`config.mk`:
```
export PLATFORM = sky130hd
export DESIGN_NAME = mem_controller_rr
export DESIGN_NICKNAME = d
export VERILOG_FILES = /design/src/rtl/mem_controller_rr.sv
export SDC_FILE = /design/constraint.sdc
export NUM_CORES = 1
export LEC_CHECK = 0
export ABC_CLOCK_PERIOD_IN_PS = 7370
export CORE_MARGIN = 2
export CORE_UTILIZATION = 39
export CTS_BUF_LIST = sky130_fd_sc_hd__clkbuf_4
export DETAILED_ROUTE_END_ITERATION = 12
export PLACE_DENSITY = 0.68
export SKIP_CTS_REPAIR_TIMING = 1
export SYNTH_ARGS = -nofsm -noshare
export SYNTH_HDL_FRONTEND = slang
export SYNTH_SLANG_ARGS = --single-unit
```
`constraint.sdc`:
```
create_clock -name clk -period 7.37 [get_ports clk]
set_input_delay 2.211 -clock clk [delete_from_list [all_inputs] [get_ports clk]]
set_output_delay 2.211 -clock clk [all_outputs]
set_load 0.02 [all_outputs]
```
`src/rtl/mem_controller_rr.sv`:
```
// -----------------------------------------------------------------------------
// mem_controller_rr
//
// Round-robin memory controller. Arbitrates NUM_CONSUMERS read/write requesters
// onto NUM_CHANNELS independent memory channels. Each channel runs its own small
// FSM. A shared claimed mask stops two channels from serving the same consumer.
// A shared rr_ptr rotates the scan start point so that no consumer starves.
//
// Ports
//   clk, reset                  clock, synchronous active-high reset
//   consumer_read_valid/address  per-consumer read request (packed addresses)
//   consumer_read_ready/data     per-consumer read completion and read data
//   consumer_write_valid/address/data  per-consumer write request
//   consumer_write_ready         per-consumer write completion
//   mem_read_valid/address       per-channel read request to memory
//   mem_read_ready/data          per-channel read response from memory
//   mem_write_valid/address/data per-channel write request to memory
//   mem_write_ready              per-channel write acknowledge from memory
//   timeout_flag                 sticky per-channel timeout indicator
//
// Optional feature
//   MEM_TIMEOUT_EN : when defined, a channel that waits TIMEOUT_CYCLES cycles
//   for memory gives up. It completes to the consumer, and a timed-out read
//   returns all-ones. When undefined, channels wait forever and timeout_flag
//   is tied to 0.
// -----------------------------------------------------------------------------
module mem_controller_rr #(
    parameter int ADDR_BITS      = 8,
    parameter int DATA_BITS      = 16,
    parameter int NUM_CONSUMERS  = 4,
    parameter int NUM_CHANNELS   = 2,
    parameter int WRITE_ENABLE   = 1,
    parameter int TIMEOUT_CYCLES = 64
) (
    input  logic                                clk,
    input  logic                                reset,
    input  logic [NUM_CONSUMERS-1:0]            consumer_read_valid,
    input  logic [NUM_CONSUMERS*ADDR_BITS-1:0]  consumer_read_address,
    output logic [NUM_CONSUMERS-1:0]            consumer_read_ready,
    output logic [NUM_CONSUMERS*DATA_BITS-1:0]  consumer_read_data,
    input  logic [NUM_CONSUMERS-1:0]            consumer_write_valid,
    input  logic [NUM_CONSUMERS*ADDR_BITS-1:0]  consumer_write_address,
    input  logic [NUM_CONSUMERS*DATA_BITS-1:0]  consumer_write_data,
    output logic [NUM_CONSUMERS-1:0]            consumer_write_ready,
    output logic [NUM_CHANNELS-1:0]             mem_read_valid,
    output logic [NUM_CHANNELS*ADDR_BITS-1:0]   mem_read_address,
    input  logic [NUM_CHANNELS-1:0]             mem_read_ready,
    input  logic [NUM_CHANNELS*DATA_BITS-1:0]   mem_read_data,
    output logic [NUM_CHANNELS-1:0]             mem_write_valid,
    output logic [NUM_CHANNELS*ADDR_BITS-1:0]   mem_write_address,
    output logic [NUM_CHANNELS*DATA_BITS-1:0]   mem_write_data,
    input  logic [NUM_CHANNELS-1:0]             mem_write_ready,
    output logic [NUM_CHANNELS-1:0]             timeout_flag
);

    localparam int CIDX_W = (NUM_CONSUMERS > 1) ? $clog2(NUM_CONSUMERS) : 1;

    localparam logic [2:0] ST_IDLE        = 3'd0;
    localparam logic [2:0] ST_READ_WAIT   = 3'd1;
    localparam logic [2:0] ST_WRITE_WAIT  = 3'd2;
    localparam logic [2:0] ST_READ_RELAY  = 3'd3;
    localparam logic [2:0] ST_WRITE_RELAY = 3'd4;

    logic [2:0]               state [NUM_CHANNELS];
    logic [CIDX_W-1:0]        owner [NUM_CHANNELS];
    logic [NUM_CHANNELS-1:0]  cancelled;
    logic [NUM_CONSUMERS-1:0] claimed;
    logic [CIDX_W-1:0]        rr_ptr;

    logic [NUM_CHANNELS-1:0]  grant_valid;
    logic [NUM_CHANNELS-1:0]  grant_read;
    logic [CIDX_W-1:0]        grant_idx [NUM_CHANNELS];
    logic                     any_grant;
    logic [CIDX_W-1:0]        rr_next;
    logic [NUM_CONSUMERS-1:0] write_req;

`ifdef MEM_TIMEOUT_EN
    localparam int TW = $clog2(TIMEOUT_CYCLES + 1);
    logic [TW-1:0] wait_cnt [NUM_CHANNELS];
`else
    assign timeout_flag = '0;
`endif

    // With the write path removed, write requests never become grant
    // candidates, so the write outputs keep their reset value of 0.
    assign write_req = (WRITE_ENABLE != 0) ? consumer_write_valid : '0;

    // Arbitration: idle channels pick consumers in ascending channel order.
    // The taken mask grows as each channel grants. This lets a lower
    // channel's pick hide that consumer from the higher channels in the same
    // cycle.
    always_comb begin
        logic [NUM_CONSUMERS-1:0] taken;
        logic [CIDX_W-1:0]        cand;
        logic [CIDX_W-1:0]        last;
        logic                     found;
        int                       sum;
        taken       = claimed;
        cand        = '0;
        last        = '0;
        found       = 1'b0;
        sum         = 0;
        grant_valid = '0;
        grant_read  = '0;
        any_grant   = 1'b0;
        for (int ch = 0; ch < NUM_CHANNELS; ch++) begin
            grant_idx[ch] = '0;
        end
        for (int ch = 0; ch < NUM_CHANNELS; ch++) begin
            found = 1'b0;
            if (state[ch] == ST_IDLE) begin
                for (int k = 0; k < NUM_CONSUMERS; k++) begin
                    sum = int'(rr_ptr) + k;
                    if (sum >= NUM_CONSUMERS) begin
                        sum = sum - NUM_CONSUMERS;
                    end
                    cand = CIDX_W'(sum);
                    if (!found && !taken[cand] &&
                        (consumer_read_valid[cand] || write_req[cand])) begin
                        found           = 1'b1;
                        grant_valid[ch] = 1'b1;
                        grant_read[ch]  = consumer_read_valid[cand];
                        grant_idx[ch]   = cand;
                        taken[cand]     = 1'b1;
                        any_grant       = 1'b1;
                        last            = cand;
                    end
                end
            end
        end
        if (int'(last) == NUM_CONSUMERS - 1) begin
            rr_next = '0;
        end else begin
            rr_next = last + 1'b1;
        end
    end

    // Channel FSMs. A consumer that drops valid while its channel is waiting
    // marks that channel cancelled. The memory access still completes, but
    // the response goes nowhere.
    always_ff @(posedge clk) begin
        if (reset) begin
            for (int ch = 0; ch < NUM_CHANNELS; ch++) begin
                state[ch] <= ST_IDLE;
                owner[ch] <= '0;
`ifdef MEM_TIMEOUT_EN
                wait_cnt[ch] <= '0;
`endif
            end
            cancelled            <= '0;
            claimed              <= '0;
            rr_ptr               <= '0;
            mem_read_valid       <= '0;
            mem_read_address     <= '0;
            mem_write_valid      <= '0;
            mem_write_address    <= '0;
            mem_write_data       <= '0;
            consumer_read_ready  <= '0;
            consumer_read_data   <= '0;
            consumer_write_ready <= '0;
`ifdef MEM_TIMEOUT_EN
            timeout_flag         <= '0;
`endif
        end else begin
            if (any_grant) begin
                rr_ptr <= rr_next;
            end
            for (int ch = 0; ch < NUM_CHANNELS; ch++) begin
                case (state[ch])
                    ST_IDLE: begin
                        if (grant_valid[ch]) begin
                            owner[ch]               <= grant_idx[ch];
                            cancelled[ch]           <= 1'b0;
                            claimed[grant_idx[ch]]  <= 1'b1;
`ifdef MEM_TIMEOUT_EN
                            wait_cnt[ch]            <= '0;
`endif
                            if (grant_read[ch]) begin
                                mem_read_valid[ch] <= 1'b1;
                                mem_read_address[ch*ADDR_BITS +: ADDR_BITS] <=
                                    consumer_read_address[grant_idx[ch]*ADDR_BITS +: ADDR_BITS];
                                state[ch] <= ST_READ_WAIT;
                            end else begin
                                mem_write_valid[ch] <= 1'b1;
                                mem_write_address[ch*ADDR_BITS +: ADDR_BITS] <=
                                    consumer_write_address[grant_idx[ch]*ADDR_BITS +: ADDR_BITS];
                                mem_write_data[ch*DATA_BITS +: DATA_BITS] <=
                                    consumer_write_data[grant_idx[ch]*DATA_BITS +: DATA_BITS];
                                state[ch] <= ST_WRITE_WAIT;
                            end
                        end
                    end
                    ST_READ_WAIT: begin
                        if (mem_read_ready[ch]) begin
                            mem_read_valid[ch] <= 1'b0;
                            if (cancelled[ch] || !consumer_read_valid[owner[ch]]) begin
                                claimed[owner[ch]] <= 1'b0;
                                state[ch]          <= ST_IDLE;
                            end else begin
                                consumer_read_data[owner[ch]*DATA_BITS +: DATA_BITS] <=
                                    mem_read_data[ch*DATA_BITS +: DATA_BITS];
                                consumer_read_ready[owner[ch]] <= 1'b1;
                                state[ch]                      <= ST_READ_RELAY;
                            end
                        end else begin
                            if (!consumer_read_valid[owner[ch]]) begin
                                cancelled[ch] <= 1'b1;
                            end
`ifdef MEM_TIMEOUT_EN
                            if (wait_cnt[ch] == TW'(TIMEOUT_CYCLES - 1)) begin
                                mem_read_valid[ch] <= 1'b0;
                                timeout_flag[ch]   <= 1'b1;
                                if (cancelled[ch] || !consumer_read_valid[owner[ch]]) begin
                                    claimed[owner[ch]] <= 1'b0;
                                    state[ch]          <= ST_IDLE;
                                end else begin
                                    consumer_read_data[owner[ch]*DATA_BITS +: DATA_BITS] <= '1;
                                    consumer_read_ready[owner[ch]] <= 1'b1;
                                    state[ch]                      <= ST_READ_RELAY;
                                end
                            end else begin
                                wait_cnt[ch] <= wait_cnt[ch] + 1'b1;
                            end
`endif
                        end
                    end
                    ST_WRITE_WAIT: begin
                        if (mem_write_ready[ch]) begin
                            mem_write_valid[ch] <= 1'b0;
                            if (cancelled[ch] || !consumer_write_valid[owner[ch]]) begin
                                claimed[owner[ch]] <= 1'b0;
                                state[ch]          <= ST_IDLE;
                            end else begin
                                consumer_write_ready[owner[ch]] <= 1'b1;
                                state[ch]                       <= ST_WRITE_RELAY;
                            end
                        end else begin
                            if (!consumer_write_valid[owner[ch]]) begin
                                cancelled[ch] <= 1'b1;
                            end
`ifdef MEM_TIMEOUT_EN
                            if (wait_cnt[ch] == TW'(TIMEOUT_CYCLES - 1)) begin
                                mem_write_valid[ch] <= 1'b0;
                                timeout_flag[ch]    <= 1'b1;
                                if (cancelled[ch] || !consumer_write_valid[owner[ch]]) begin
                                    claimed[owner[ch]] <= 1'b0;
                                    state[ch]          <= ST_IDLE;
                                end else begin
                                    consumer_write_ready[owner[ch]] <= 1'b1;
                                    state[ch]                       <= ST_WRITE_RELAY;
                                end
                            end else begin
                                wait_cnt[ch] <= wait_cnt[ch] + 1'b1;
                            end
`endif
                        end
                    end
                    // Ready is held until the consumer releases valid. The
                    // claim is dropped on that same edge, so the consumer can
                    // win arbitration again on the next cycle.
                    ST_READ_RELAY: begin
                        if (!consumer_read_valid[owner[ch]]) begin
                            consumer_read_ready[owner[ch]] <= 1'b0;
                            claimed[owner[ch]]             <= 1'b0;
                            state[ch]                      <= ST_IDLE;
                        end
                    end
                    ST_WRITE_RELAY: begin
                        if (!consumer_write_valid[owner[ch]]) begin
                            consumer_write_ready[owner[ch]] <= 1'b0;
                            claimed[owner[ch]]              <= 1'b0;
                            state[ch]                       <= ST_IDLE;
                        end
                    end
                    default: begin
                        state[ch] <= ST_IDLE;
                    end
                endcase
            end
        end
    end

endmodule

```
==> flow_summary.ini <==
[timing]
drv_slew = 0
hold_viol_final = 0
period_share_pct = 96.35
min_period_ns = 7.101
max_slew_margin_pct = 19.77
setup_slack_ns = 0.2692
worst_slew_pin_slew_ns = 1.198
clock.fmax_mhz = 140.8
setup_violations = 0
fin_setup_tns_ns = 0
rsz0062_at_grt = no
finClkSkew_ns = 0.04303

[logic_synthesis]
synthCells = 1426
synth-compound-area-share_pct = 26.47
synthArstFlopShare_pct = 0
avgSynthCellArea_um2 = 7.605
ys_ff_latch = 158
synth_xor_area_share_pct = 0.08076
synthAdderAreaFrac_pct = 2.307
yosysSeqAreaShare_pct = 30.09
muxShareOfSynthArea_pct = 9.783
synth_cell_types = 95
ys.flop_type = dfxtp_1
synth_warnings = 0
synth_top_family_by_area = compound AO/OA/AOI/OAI gates
yosys.area_share.simple_pct = 25.24
synthesis.area_mm2 = 0.01085
synth_edf_count = 10

[global_route]
grtUsageTotal_pct = 29.35
first_global_vias = 12150
antenna_found_initial = 1
grt_max_degree = 92
grt_pass1_wl_mm = 67.37
grt-ovfl-total = 0

[worst_setup_path]
critPathTopFamily = compound AO/OA/AOI/OAI gates
arrival_ns = 7.57
path_cells = clkdlybuf4s50_1 > mux4_2 > o21ba_4 > buf_12 > a21o_1 > a211oi_2 > o22ai_1 > buf_4 > and3_1 > a21oi_1 > a311o_1 > a31oi_1 > buf_4 > o2111a_1 > o311ai_1 > and4_1 > o31a_2 > buf_12 > mux2i_1 > o221ai_1
crit_start = consumer_read_valid[2]
r2r_end = mem_read_address[14]$_SDFFE_PP0P_
slowest_stage = mux4_2
path_class = input pin to flop
path_depth = 20
end_kind = flop
slowest_delay_ns = 0.50
cp_num_buf_inv = 5
r2r-start = rr_ptr[0]$_SDFFE_PP0P_
cp.required_ns = 7.84
start_kind = input pin
r2r_setup_slack_ns = 1.45
critPathCapture = mem_read_address[14]$_SDFFE_PP0P_
reg2regPathDepth = 19
cp_max_fo = 32

[routing]
drt_first_pass_iters = 8
drt_iter0_markers = 1293
vias = 12630
ant_nets = 0
met2RoutedLength_mm = 20.43
via_per_inst = 5.951
dr_wl_met3_mm = 3.866
wl_met1_mm = 18.34
drc_errors = 0
top_layer_used = met4
wl_mm = 43.96
routedWlPerCell_um = 20.72

[clock_network]
cts_made_buffers = 17
clockBufferDepth = 2
cts.sinks = 158
path_clk_slew_ns = 0.17
htree_num_levels = 4
cts_tree = yes
clk_latency_ns = 0.61
clock-root-buffer = clkbuf_4

[finish]
drive_gt1_share_pct = 10.90
multi_input_area_mm2 = 0.007000
syn_to_final_growth_pct = 38.89
fillCellCount = 2570
final_core_util_pct = 54.67
finalNetCount = 1924
regArea_mm2 = 0.003263

[power]
power.density_mw_per_mm2 = 432.2
ir_drop_mv = 0.3083
p_leak_nw = 5.670
power_w = 0.006510

[floorplanning]
row_count = 61
die_x_um = 170.8
die_area_mm2 = 0.02916
die_h_um = 170.8
coreArea_mm2 = 0.02755
io_pins = 316
initial_core_util_pct = 39.36

[placement]
gp_congestion = 0.9115
port_buffers = 313
hpwl_mm = 31.35
dp_slack_ns = -0.2429

[hold_path]
worstHoldPathType = flop to flop

[flow_run]
max_cap_viol_count = 0

[outcome]
outcome = finished clean
-- Yosys cell counts, types with 5 or more instances --
cell / n / area, um2
nand2_1: 231 / 867.1
nor2_1: 185 / 694.4
dfxtp_1: 148 / 2963
a21oi_1: 139 / 695.7
clkbuf_1: 95 / 356.6
mux2i_1: 72 / 720.7
and3_1: 44 / 275.3
nand3_1: 42 / 210.2
a22oi_1: 37 / 277.8
a31oi_1: 37 / 231.5
o221ai_1: 36 / 315.3
a311oi_1: 27 / 236.5
inv_1: 23 / 86.33
o21ai_0: 22 / 110.1
ha_1: 20 / 250.2
nor3_1: 20 / 100.1
nand2b_1: 16 / 100.1
mux4_2: 14 / 315.3
and2_1: 10 / 62.56
edfxtp_1: 10 / 300.3
buf_1: 9 / 33.78
buf_6: 9 / 101.4
o211ai_1: 9 / 67.56
or3b_2: 9 / 78.83
a211oi_1: 8 / 60.06
a21o_1: 7 / 52.55
buf_2: 7 / 35.03
or3_1: 7 / 43.79
a221oi_1: 6 / 52.55
nand4_1: 5 / 31.28
nor2b_1: 5 / 31.28
o22ai_1: 5 / 31.28
or2_2: 5 / 31.28
-- per-stage QoR --
| step | std cells | cell area, um2 | hold WS (ns) |
|---|---|---|---|
| floorplan | 1427 | 10850 | 0.4684 |
| global placement | 2089 | 14750 | 0.4430 |
| detailed placement | 2089 | 14750 | 0.4471 |
| CTS | 2121 | 15040 | 0.4922 |
| global route | 2122 | 15060 | 0.5158 |
| finish | 2122 | 15060 | 0.4886 |
-- worst reg2reg max path: stages, from the launching register on --
cell	delay, ns
dfxtp_1	0.37
buf_4	0.43
ha_1	0.52
inv_1	0.20
o41a_1	0.52
buf_4	0.17
o2111ai_1	0.18
a221o_1	0.23
nand4_1	0.22
o311a_1	0.42
o211a_2	0.28
o21a_2	0.25
a311oi_4	0.37
mux2i_2	0.14
o311ai_2	0.29
and4_1	0.34
o31a_2	0.23
buf_12	0.26
mux2i_1	0.26
o221ai_1	0.14
-- power breakdown --
part	internal (W)	total [W]	leakage, nW	switching [W]
sequential	0.00103	0.00121	1.31	0.000179
clock	0.000159	0.000568	0.161	0.000409
combinational	0.00200	0.00473	4.20	0.00273
-- worst min-delay path by stage --
| stage | end | cells past startpoint | from | slack, ns |
|---|---|---|---|---|
| CTS | mem_write_data[30]$_SDFFE_PP0N_ | 2 | mem_write_data[30]$_SDFFE_PP0N_ | 0.49 |
| detailed placement | mem_write_data[30]$_SDFFE_PP0N_ | 2 | mem_write_data[30]$_SDFFE_PP0N_ | 0.45 |
| global placement | mem_write_address[11]$_SDFFE_PP0N_ | 2 | mem_write_address[11]$_SDFFE_PP0N_ | 0.44 |
| finish | mem_write_data[30]$_SDFFE_PP0N_ | 2 | mem_write_data[30]$_SDFFE_PP0N_ | 0.49 |
| floorplan | cancelled[0]$_SDFFE_PP0P_ | 2 | cancelled[0]$_SDFFE_PP0P_ | 0.47 |
| global route | mem_write_data[21]$_SDFFE_PP0N_ | 2 | mem_write_data[21]$_SDFFE_PP0N_ | 0.52 |
-- cells in the final DEF (no fill, tap or decap), types with 8 or more instances in the layout --
| cell | n |
|---|---|
| a31oi_1 | 37 |
| edfxtp_1 | 10 |
| o221ai_1 | 36 |
| a21oi_1 | 139 |
| a311oi_1 | 26 |
| o21ai_0 | 22 |
| nor2_1 | 185 |
| buf_4 | 89 |
| nand2_1 | 231 |
| mux2i_1 | 72 |
| mux4_2 | 14 |
| nand2b_1 | 16 |
| a22oi_1 | 37 |
| or3b_2 | 9 |
| o211ai_1 | 9 |
| inv_1 | 23 |
| and2_1 | 10 |
| clkbuf_4 | 17 |
| and3_1 | 44 |
| nand3_1 | 42 |
| a211oi_1 | 8 |
| clkdlybuf4s50_1 | 312 |
| dfxtp_1 | 148 |
| nor3_1 | 18 |
| ha_1 | 20 |
-- registers in the layout (all words and copies together) (netlist names), 4 cells and up --
register and count:
state 6, consumer_read_data 64, consumer_write_ready 4, mem_write_data 32, mem_read_address 16, claimed 4
owner 4, consumer_read_ready 4, mem_write_address 16
-- layout make-up --
| type | count | share of cell area [%] |
|---|---|---|
| well taps | 378 | 3.140 |
| clock inverters | 15 | 1.138 |
| clock buffers | 17 | 0.8472 |
| flip-flops and latches | 158 | 21.66 |
| repair buffers | 408 | 26.10 |
| diodes | 1 | 0.01661 |
| multi-input cells | 1120 | 46.47 |
| inverters | 25 | 0.6230 |
-- layer usage --
layer / global-route usage (%) / up-vias
met4: 10.63 / 0
met3: 6.916 / 104
met2: 47.95 / 682
met5: 0 / -
met1: 37.74 / 6003
li1: - / 5839
-- cells by family (layout without fill, tap and decap cells) --
kind of cell               after synthesis  in the layout
AOI/OAI and AO/OA                      404            404
xor gates and xnor gates                 1              1
adders and majority gates               20             20
buffers and inverters                  149            465
DFF                                    158            158
muxes                                   88             88
other                                    1              3
and+or+nand+nor                        605            605
(Power assumes the default switching activity.)
